`src/rtl/uart_pkg.sv`:
```
// Shared definitions for the serial-to-memory UART receiver: FSM states and frame format.
package uart_pkg;

    typedef enum logic [2:0] {
        IDLE,
        START,
        DATA,
        STOP,
        BRK
    } rx_state_t;

    localparam int   DATA_BITS = 8;
    localparam logic STOP_LVL  = 1'b1;

endpackage

```
`src/rtl/uart_rx_core.sv`:
```
// 8N1 receive engine: input synchroniser, framing FSM and baud/bit counters.
// stop_ok is a same-cycle strobe on the stop-sample cycle so the memory write lands on the byte_valid edge.
module uart_rx_core
    import uart_pkg::*;
#(
    parameter int CLKS_PER_BIT = 1
) (
    input  logic       clk,
    input  logic       rst_n,
    input  logic       rxd,
    output logic       stop_ok,
    output logic [7:0] shreg_byte,
    output logic       byte_valid,
    output logic [7:0] byte_data,
    output logic       frame_err_pulse,
    output logic       busy
);

    localparam int H  = (CLKS_PER_BIT - 1) / 2;
    localparam int CW = (CLKS_PER_BIT < 2) ? 1 : $clog2(CLKS_PER_BIT + 1);

    rx_state_t       state, state_n;
    logic            rxd_m, rxd_s;
    logic [CW-1:0]   baud_cnt, baud_n;
    logic [2:0]      bit_cnt, bit_n;
    logic [7:0]      shreg, shreg_n;

    always_ff @(posedge clk or negedge rst_n) begin
        if (!rst_n) begin
            rxd_m      <= 1'b1;
            rxd_s      <= 1'b1;
            state      <= IDLE;
            baud_cnt   <= '0;
            bit_cnt    <= '0;
            shreg      <= '0;
            byte_valid <= 1'b0;
            byte_data  <= '0;
        end else begin
            rxd_m      <= rxd;
            rxd_s      <= rxd_m;
            state      <= state_n;
            baud_cnt   <= baud_n;
            bit_cnt    <= bit_n;
            shreg      <= shreg_n;
            byte_valid <= stop_ok;
            if (stop_ok)
                byte_data <= shreg;
        end
    end

    // baud_cnt counts cycles since the last sample point; each sample fires when it reaches its target.
    always_comb begin
        state_n         = state;
        baud_n          = baud_cnt;
        bit_n           = bit_cnt;
        shreg_n         = shreg;
        stop_ok         = 1'b0;
        frame_err_pulse = 1'b0;
        case (state)
            IDLE: begin
                if (!rxd_s) begin
                    baud_n = CW'(1);
                    bit_n  = '0;
                    state_n = (H == 0) ? DATA : START;
                end
            end
            START: begin
                if (baud_cnt == CW'(H)) begin
                    baud_n  = CW'(1);
                    bit_n   = '0;
                    state_n = rxd_s ? IDLE : DATA;
                end else begin
                    baud_n = baud_cnt + CW'(1);
                end
            end
            DATA: begin
                if (baud_cnt == CW'(CLKS_PER_BIT)) begin
                    shreg_n[bit_cnt] = rxd_s;
                    baud_n           = CW'(1);
                    if (bit_cnt == 3'(DATA_BITS - 1))
                        state_n = STOP;
                    else
                        bit_n = bit_cnt + 3'd1;
                end else begin
                    baud_n = baud_cnt + CW'(1);
                end
            end
            STOP: begin
                if (baud_cnt == CW'(CLKS_PER_BIT)) begin
                    baud_n = '0;
                    if (rxd_s == STOP_LVL) begin
                        stop_ok = 1'b1;
                        state_n = IDLE;
                    end else begin
                        frame_err_pulse = 1'b1;
                        state_n         = BRK;
                    end
                end else begin
                    baud_n = baud_cnt + CW'(1);
                end
            end
            BRK: begin
                if (rxd_s)
                    state_n = IDLE;
            end
            default: state_n = IDLE;
        endcase
    end

    assign shreg_byte = shreg;
    assign busy       = (state != IDLE);

endmodule

```
`src/rtl/uart_rx_mem.sv`:
```
// UART receiver sink: stores good bytes sequentially into a small byte memory with a read-back port.
module uart_rx_mem
    import uart_pkg::*;
#(
    parameter int CLKS_PER_BIT = 1,
    parameter int DEPTH        = 10,
    parameter int AW           = 4
) (
    input  logic          clk,
    input  logic          rst_n,
    input  logic          rxd,
    input  logic          clr,
    input  logic [AW-1:0] rd_addr,
    output logic [7:0]    rd_data,
    output logic          byte_valid,
    output logic [7:0]    byte_data,
    output logic [AW:0]   count,
    output logic          ack,
    output logic          frame_err,
    output logic          overrun,
    output logic          busy
);

    logic          stop_ok;
    logic [7:0]    shreg_byte;
    logic          frame_err_pulse;
    logic          full;
    logic [AW-1:0] wr_ptr;
    logic [7:0]    mem [DEPTH];

    uart_rx_core #(
        .CLKS_PER_BIT(CLKS_PER_BIT)
    ) u_core (
        .clk             (clk),
        .rst_n           (rst_n),
        .rxd             (rxd),
        .stop_ok         (stop_ok),
        .shreg_byte      (shreg_byte),
        .byte_valid      (byte_valid),
        .byte_data       (byte_data),
        .frame_err_pulse (frame_err_pulse),
        .busy            (busy)
    );

    assign full = (count == (AW+1)'(DEPTH));
    assign ack  = full;

    // clr outranks a same-edge write, so the byte in flight is dropped but still reported.
    always_ff @(posedge clk or negedge rst_n) begin
        if (!rst_n) begin
            wr_ptr    <= '0;
            count     <= '0;
            frame_err <= 1'b0;
            overrun   <= 1'b0;
        end else if (clr) begin
            wr_ptr    <= '0;
            count     <= '0;
            frame_err <= 1'b0;
            overrun   <= 1'b0;
        end else begin
            if (stop_ok) begin
                if (!full) begin
                    wr_ptr <= wr_ptr + AW'(1);
                    count  <= count + (AW+1)'(1);
                end else begin
                    overrun <= 1'b1;
                end
            end
            if (frame_err_pulse)
                frame_err <= 1'b1;
        end
    end

    always_ff @(posedge clk) begin
        if (stop_ok && !clr && !full)
            mem[wr_ptr] <= shreg_byte;
    end

    always_ff @(posedge clk or negedge rst_n) begin
        if (!rst_n)
            rd_data <= '0;
        else if ({1'b0, rd_addr} < (AW+1)'(DEPTH))
            rd_data <= mem[rd_addr];
        else
            rd_data <= '0;
    end

endmodule

```
`config.mk`:
```
export PLATFORM = sky130hd
export DESIGN_NAME = uart_rx_mem
export DESIGN_NICKNAME = d
export VERILOG_FILES = /design/src/rtl/uart_pkg.sv /design/src/rtl/uart_rx_core.sv /design/src/rtl/uart_rx_mem.sv
export SDC_FILE = /design/constraint.sdc
export NUM_CORES = 1
export LEC_CHECK = 0
export BUFFER_PORTS_ARGS = -buffer_cell sky130_fd_sc_hd__buf_4
export CORE_ASPECT_RATIO = 1.2
export CORE_UTILIZATION = 30
export DETAILED_ROUTE_END_ITERATION = 7
export PLACE_DENSITY = 0.44
export SLEW_MARGIN = 5
export SYNTH_ARGS = -nofsm -noshare
export SYNTH_HDL_FRONTEND = slang
export SYNTH_SLANG_ARGS = --single-unit
```
`constraint.sdc`:
```
create_clock -name clk -period 4.47 [get_ports clk]
set_input_delay 0.2235 -clock clk [delete_from_list [all_inputs] [get_ports clk]]
set_output_delay 0.2235 -clock clk [all_outputs]
set_load 0.01 [all_outputs]
```
== After elaboration in Yosys (flattened, before gate mapping) ==
Memory sizes are Yosys's and may differ from the RTL's.
Cells that the tools add are included.

* Memories kept: 1
* Bits in writable memories: 80
* Bits of input ports: 8
* Register bits after elaboration: 45

* Muxes and demuxes: 42
* Equality and inequality tests: 14
* Add/sub/neg operators: 4
* Reductions and logical operators: 18
* Magnitude comparators: 3

{| class="wikitable"
|+ Memories
! name !! depth !! width !! read ports !! clocked after memory_dff !! write ports !! RTL line !! source
|-
| mem || 10 || 8 || 1 || 0 || 1 || uart_rx_mem.sv:29 || <nowiki>logic [7:0] mem [DEPTH];</nowiki>
|}

{| class="wikitable"
|+ Operator list
! operator !! count
|-
| $mux 3 || 11
|-
| $mux 1 || 18
|-
| $mux 5 || 3
|-
| $pmux 3 s5 || 1
|-
| $mux 4 || 3
|-
| $pmux 3 s3 || 1
|-
| $bwmux 8 || 1
|-
| $mux 8 || 1
|-
| $ne 2x1->1 const B || 4
|-
| $ne 2x2->1 const B || 4
|-
| $reduce_and 2->1 || 4
|-
| $eq 3x2->1 const B || 2
|-
| $eq 3x3->1 const B || 2
|-
| $reduce_and 6->1 || 1
|-
| $reduce_bool 2->1 || 3
|-
| $reduce_bool 3->1 || 2
|-
| $add 5x1->5 const B || 1
|-
| $eq 5x4->1 const B || 1
|-
| $reduce_and 5->1 || 1
|-
| $add 4x1->4 const B || 1
|-
| $lt 3x4->1 const B || 1
|-
| $lt 4x4->1 const B || 1
|-
| $pmux 1 s4 || 1
|-
| $reduce_bool 4->1 || 1
|-
| other kinds (9) || 12
|}

== Logic depth before layout (Yosys ltp) ==
* Depth after elaboration: 7
* Mapped depth: 7
* Gate-level depth less buffers: 7

== Modules after synthesis ==
Synthesis repeated with hierarchy kept, for this count alone.

* Cells, all modules: 334
* Area total of the unflattened synthesis: 5157.4 µm²

{| class="wikitable"
|+ By module, submodules not included
! module !! times used !! area an instance (µm²) !! cells an instance
|-
| uart_rx_mem || 1 || 4022.6 || 246
|-
| uart_rx_core || 1 || 1134.8 || 88
|}

== Worst setup path before layout ==
Ideal clock, no wire load.

* Kind: flip-flop to flip-flop
* Start point: register u_core.state[2]
* End point: memory mem[1][0] (enable)
* Required time: 4.072 ns
* Setup slack: 2.038 ns
* Cell stages (with the launch flop): 6
* Data arrival time: 2.034 ns
* Library setup time: 0.398 ns
* Cell sequence: dfrtp_1 > buf_2 > and4b_4 > nand3_1 > buf_2 > nor4b_1

* Longest elaborated chain between the ends: 6

{| class="wikitable"
|+ RTL lines
! item !! RTL line !! source
|-
| from (decl) || uart_rx_core.sv:22 || <nowiki>rx_state_t state, state_n;</nowiki>
|-
| from (signal assigned) || uart_rx_core.sv:41 || <nowiki>state <= state_n;</nowiki>
|-
| $eq 3x2->1 || uart_rx_core.sv:59 || <nowiki>case (state)</nowiki>
|-
| $mux 1 || uart_rx_core.sv:59 ||
|-
| $logic_and 1x1->1 (2 in a row) || uart_rx_mem.sv:75 || <nowiki>if (stop_ok && !clr && !full)</nowiki>
|-
| $mux 1 || uart_rx_mem.sv:75 ||
|-
| $mux 1 (implied by the code) || uart_rx_mem.sv:76 || <nowiki>mem[wr_ptr] <= shreg_byte;</nowiki>
|-
| to (decl) || uart_rx_mem.sv:29 ||
|}

No other way between the ends.

== Worst setup path after layout ==
* Start point: register u_core.state[0]
* End point: memory mem[6][6] (enable)

The elaborated chain is that of the path after synthesis.

==> metrics.md <==
| Metric | Value |
|---|---|
| TNS Setup | 0 ns |
| Final #Nets | 393 |
| Clock root buffer | clkbuf_16 |
| DRC Markers | 0 |
| Pin count of the biggest net entering global routing | 46 |
| Drt first pass iters | 6 |
| Sequential-to-total area share from yosys stat | between 60% and 70% |
| Number of enable-type register cells in the synthesized netlist | 80 |
| FF/Latch Area | 3530 µm² |
| Leakage power | ~0.0024 µW |
| GPL Wtd Cong | 0.744 |
| DR vias/cell | 4.66 |
| Initial antenna violation count | 0 |
| Status | completed |
| N_diodes | 0 |
| Clk slew on worst S/H paths | 0.06 ns |
| Final Power | ~3600 µW |
| Initial Utilization | 30.6% |
| Adder-Cell Fraction of Synth Area | 1.95% |
| Complex-gate fraction of the synthesized area | 5.19% |
| Fin. Hold Viols | 0 |
| Critical Path End Type | flop |
| Net Count, Synth | 354 |
| Synth async-reset ratio | 36.0% |
| Crit-path max FO | 11 |
| Slew @ Worst Pin | 1.13 ns |
| Fill cells | 1602 |
| Synth-to-layout area growth | 21.8% |
| Synth Register Bits | 125 |
| Mux contribution to synthesized area | 12.4% |
| Area of the multi-input gates | 1500 µm² |
| Max VDD drop | ~220 µV |
| Most frequent cells in the layout | edfxtp_1 (80), mux2i_1 (44), dfrtp_1 (43) |
| Synthesized instance count | 338 |
| H-tree Lvls | 4 |
| Worst EP arrival | around 2.8 ns |
| Clk buf depth | 2 |
| Hold_ws | 0.0780 ns |
| I/O Buffers | 33 |
| Clk_skew | 0.0102 ns |
| Die Area | 17700 µm² |
| Vias in the first global route | 2951 |
| Synthesized area | 5140 µm² |
| GRT Total Usage | a little over an eighth |
| Primary FF master, synth | edfxtp_1 |
| Synth Area in XOR/XNOR | 0.512% |
| Average cell area after synthesis | 15.2 µm² |
| Drt initial violations | 209 |
| Vias | around 2.8k |
| Die width | 121 µm |
| Pins over their slew limit | 0 |
| Clock Sinks | 125 |
| Synth cell types | 46 |
| Largest family of logic cells by synthesized area | multiplexers |
| Fraction of layout cells with a size suffix above 1 | around 25% |
| Wirelength per Cell | around 18 µm |
| Core footprint | 16800 µm² |
| Final Cycle Share | a little over 60% |
| Crit path launch type | flop |
| # IOs | 34 |
| Skew-Pair Late Insertion Delay | 0.41 ns |
| Most common cell after layout, fill and taps aside | edfxtp_1 |
| Max Fclk | 364 MHz |
| Hpwl dp | slightly above 7000 µm |
| Row count | 52 |
| Die height | 145 µm |
| Num CTS Buffers | 17 |
| RSZ-0062 raised after global routing | false |
| Max Cap Violations | 0 |
| WP data required | 4.49 ns |
| Routed wire length | 10700 µm |
| Post-layout min period | between 2 and 3 ns |
| Setup CP Type | flop to flop |
| Total power per unit cell area | approximately 580 nW/µm² |
| Post-CTS Setup Inserts | 0 |
| Hold WC Path Type | input pin to flop |
| Final ANT Viol Nets | 0 |
| Count of final setup violators | 0 |
| CTS tree | done |
| Global-route wire length before repair | 17400 µm |
| Global route overflow | 0 |
| YS warnings | 0 |
| Slew headroom | 24.4% |
| Simple-gate area share of the yosys netlist | 8.84% |
## power breakdown
group,switching (µW),leakage [µW],total [µW],internal [µW]
clock,482,0.000301,1460,974
combinational,233,0.000842,495,262
sequential,238,0.00128,1690,1450
total,952,0.00243,3640,2690
## final timing paths
path                                                   from                               to  slack (ns)  cells after the start
worst min-delay path                                    clr             count[0]$_DFFE_PN0P_        0.08                      2
max in group asynchronous                             rst_n  u_core.byte_data[1]$_DFFE_PN0P_        3.72                      2
worst min register to register       u_core.rxd_m$_DFF_PN1_           u_core.rxd_s$_DFF_PN1_        0.35                      0
min in group asynchronous                             rst_n    u_core.bit_cnt[0]$_DFFE_PN0P_        0.36                      2
worst max register to register  u_core.state[0]$_DFFE_PN0P_              mem[6][6]$_DFFE_PP_        1.72                      3
worst max-delay path            u_core.state[0]$_DFFE_PN0P_              mem[6][6]$_DFFE_PP_        1.72                      3
## per-stage QoR
step | utilization, % | setup WS (ns) | area (µm²) | cells
2_1_floorplan | - | 2.04 | 5140 | 338
3_3_place_gp | 33.4 | 1.85 | 5600 | 572
3_5_place_dp | 33.4 | 1.65 | 5600 | 572
4_1_cts | 37.3 | 1.67 | 6260 | 606
5_1_grt | 37.3 | 1.55 | 6260 | 606
6_report | 37.3 | 1.72 | 6260 | 606
## final cells by class
cell class,instances,area share [%]
clock buffers,21,7.52
clock inverters,11,2.64
inverters,10,0.600
multi-input cells,186,24.0
flip-flops and latches,125,56.4
well taps,216,4.32
repair buffers,37,4.52
## timing repair
item                                   in CTS  in global routing
endpoints found under the hold margin      44                  0
setup endpoints to repair                   0                  0
hold buffers                                2                  0
gates resized for setup                     0                  0
## Yosys cell counts, drive strengths merged, types with 4 or more instances
library cell	count	area, µm²
nor2	14	60.1
clkbuf	4	15.0
mux2	17	199
a22oi	16	120
inv	10	37.5
ha	8	100
nand2	15	56.3
dfrtp	43	1080
edfxtp	80	2400
a21oi	10	50.1
buf	13	66.3
mux2i	44	440
o22ai	8	50.1
nor3	8	51.3
nand3	6	35.0
## kinds of logic (layout without fill, tap and decap cells)
family | count (synthesis) | after routing
flops | 125 | 125
buf+inv | 27 | 79
simple gates | 73 | 73
fa+ha+maj | 8 | 8
compound gates | 41 | 41
mux | 61 | 61
xor+xnor | 3 | 3
## per-layer routing
| layer | track usage [%] | vias up | wire length (µm) |
|---|---|---|---|
| li1 | - | 1361 | - |
| met1 | 17.7 | 1394 | 4850 |
| met2 | 21.1 | 59 | 5370 |
| met3 | 4.08 | 9 | 388 |
| met4 | 5.00 | 0 | 125 |
| met5 | 0 | - | 0 |
## flip-flops by register name, indices dropped and copies added, names as in the netlist
register	count
u_core.byte_valid	1
u_core.shreg_byte	8
u_core.state	3
rd_data	8
overrun	1
u_core.bit_cnt	3
count	5
mem	80
u_core.rxd_m	1
frame_err	1
u_core.baud_cnt	1
u_core.byte_data	8
wr_ptr	4
u_core.rxd_s	1
## critical path, stage by stage (launching register included)
cell and delay (ns):
dfrtp_1 0.61, and4b_4 0.33, nand3_1 0.38, nor3_1 1.04
Note: power is estimated with default switching activity, not from simulation.
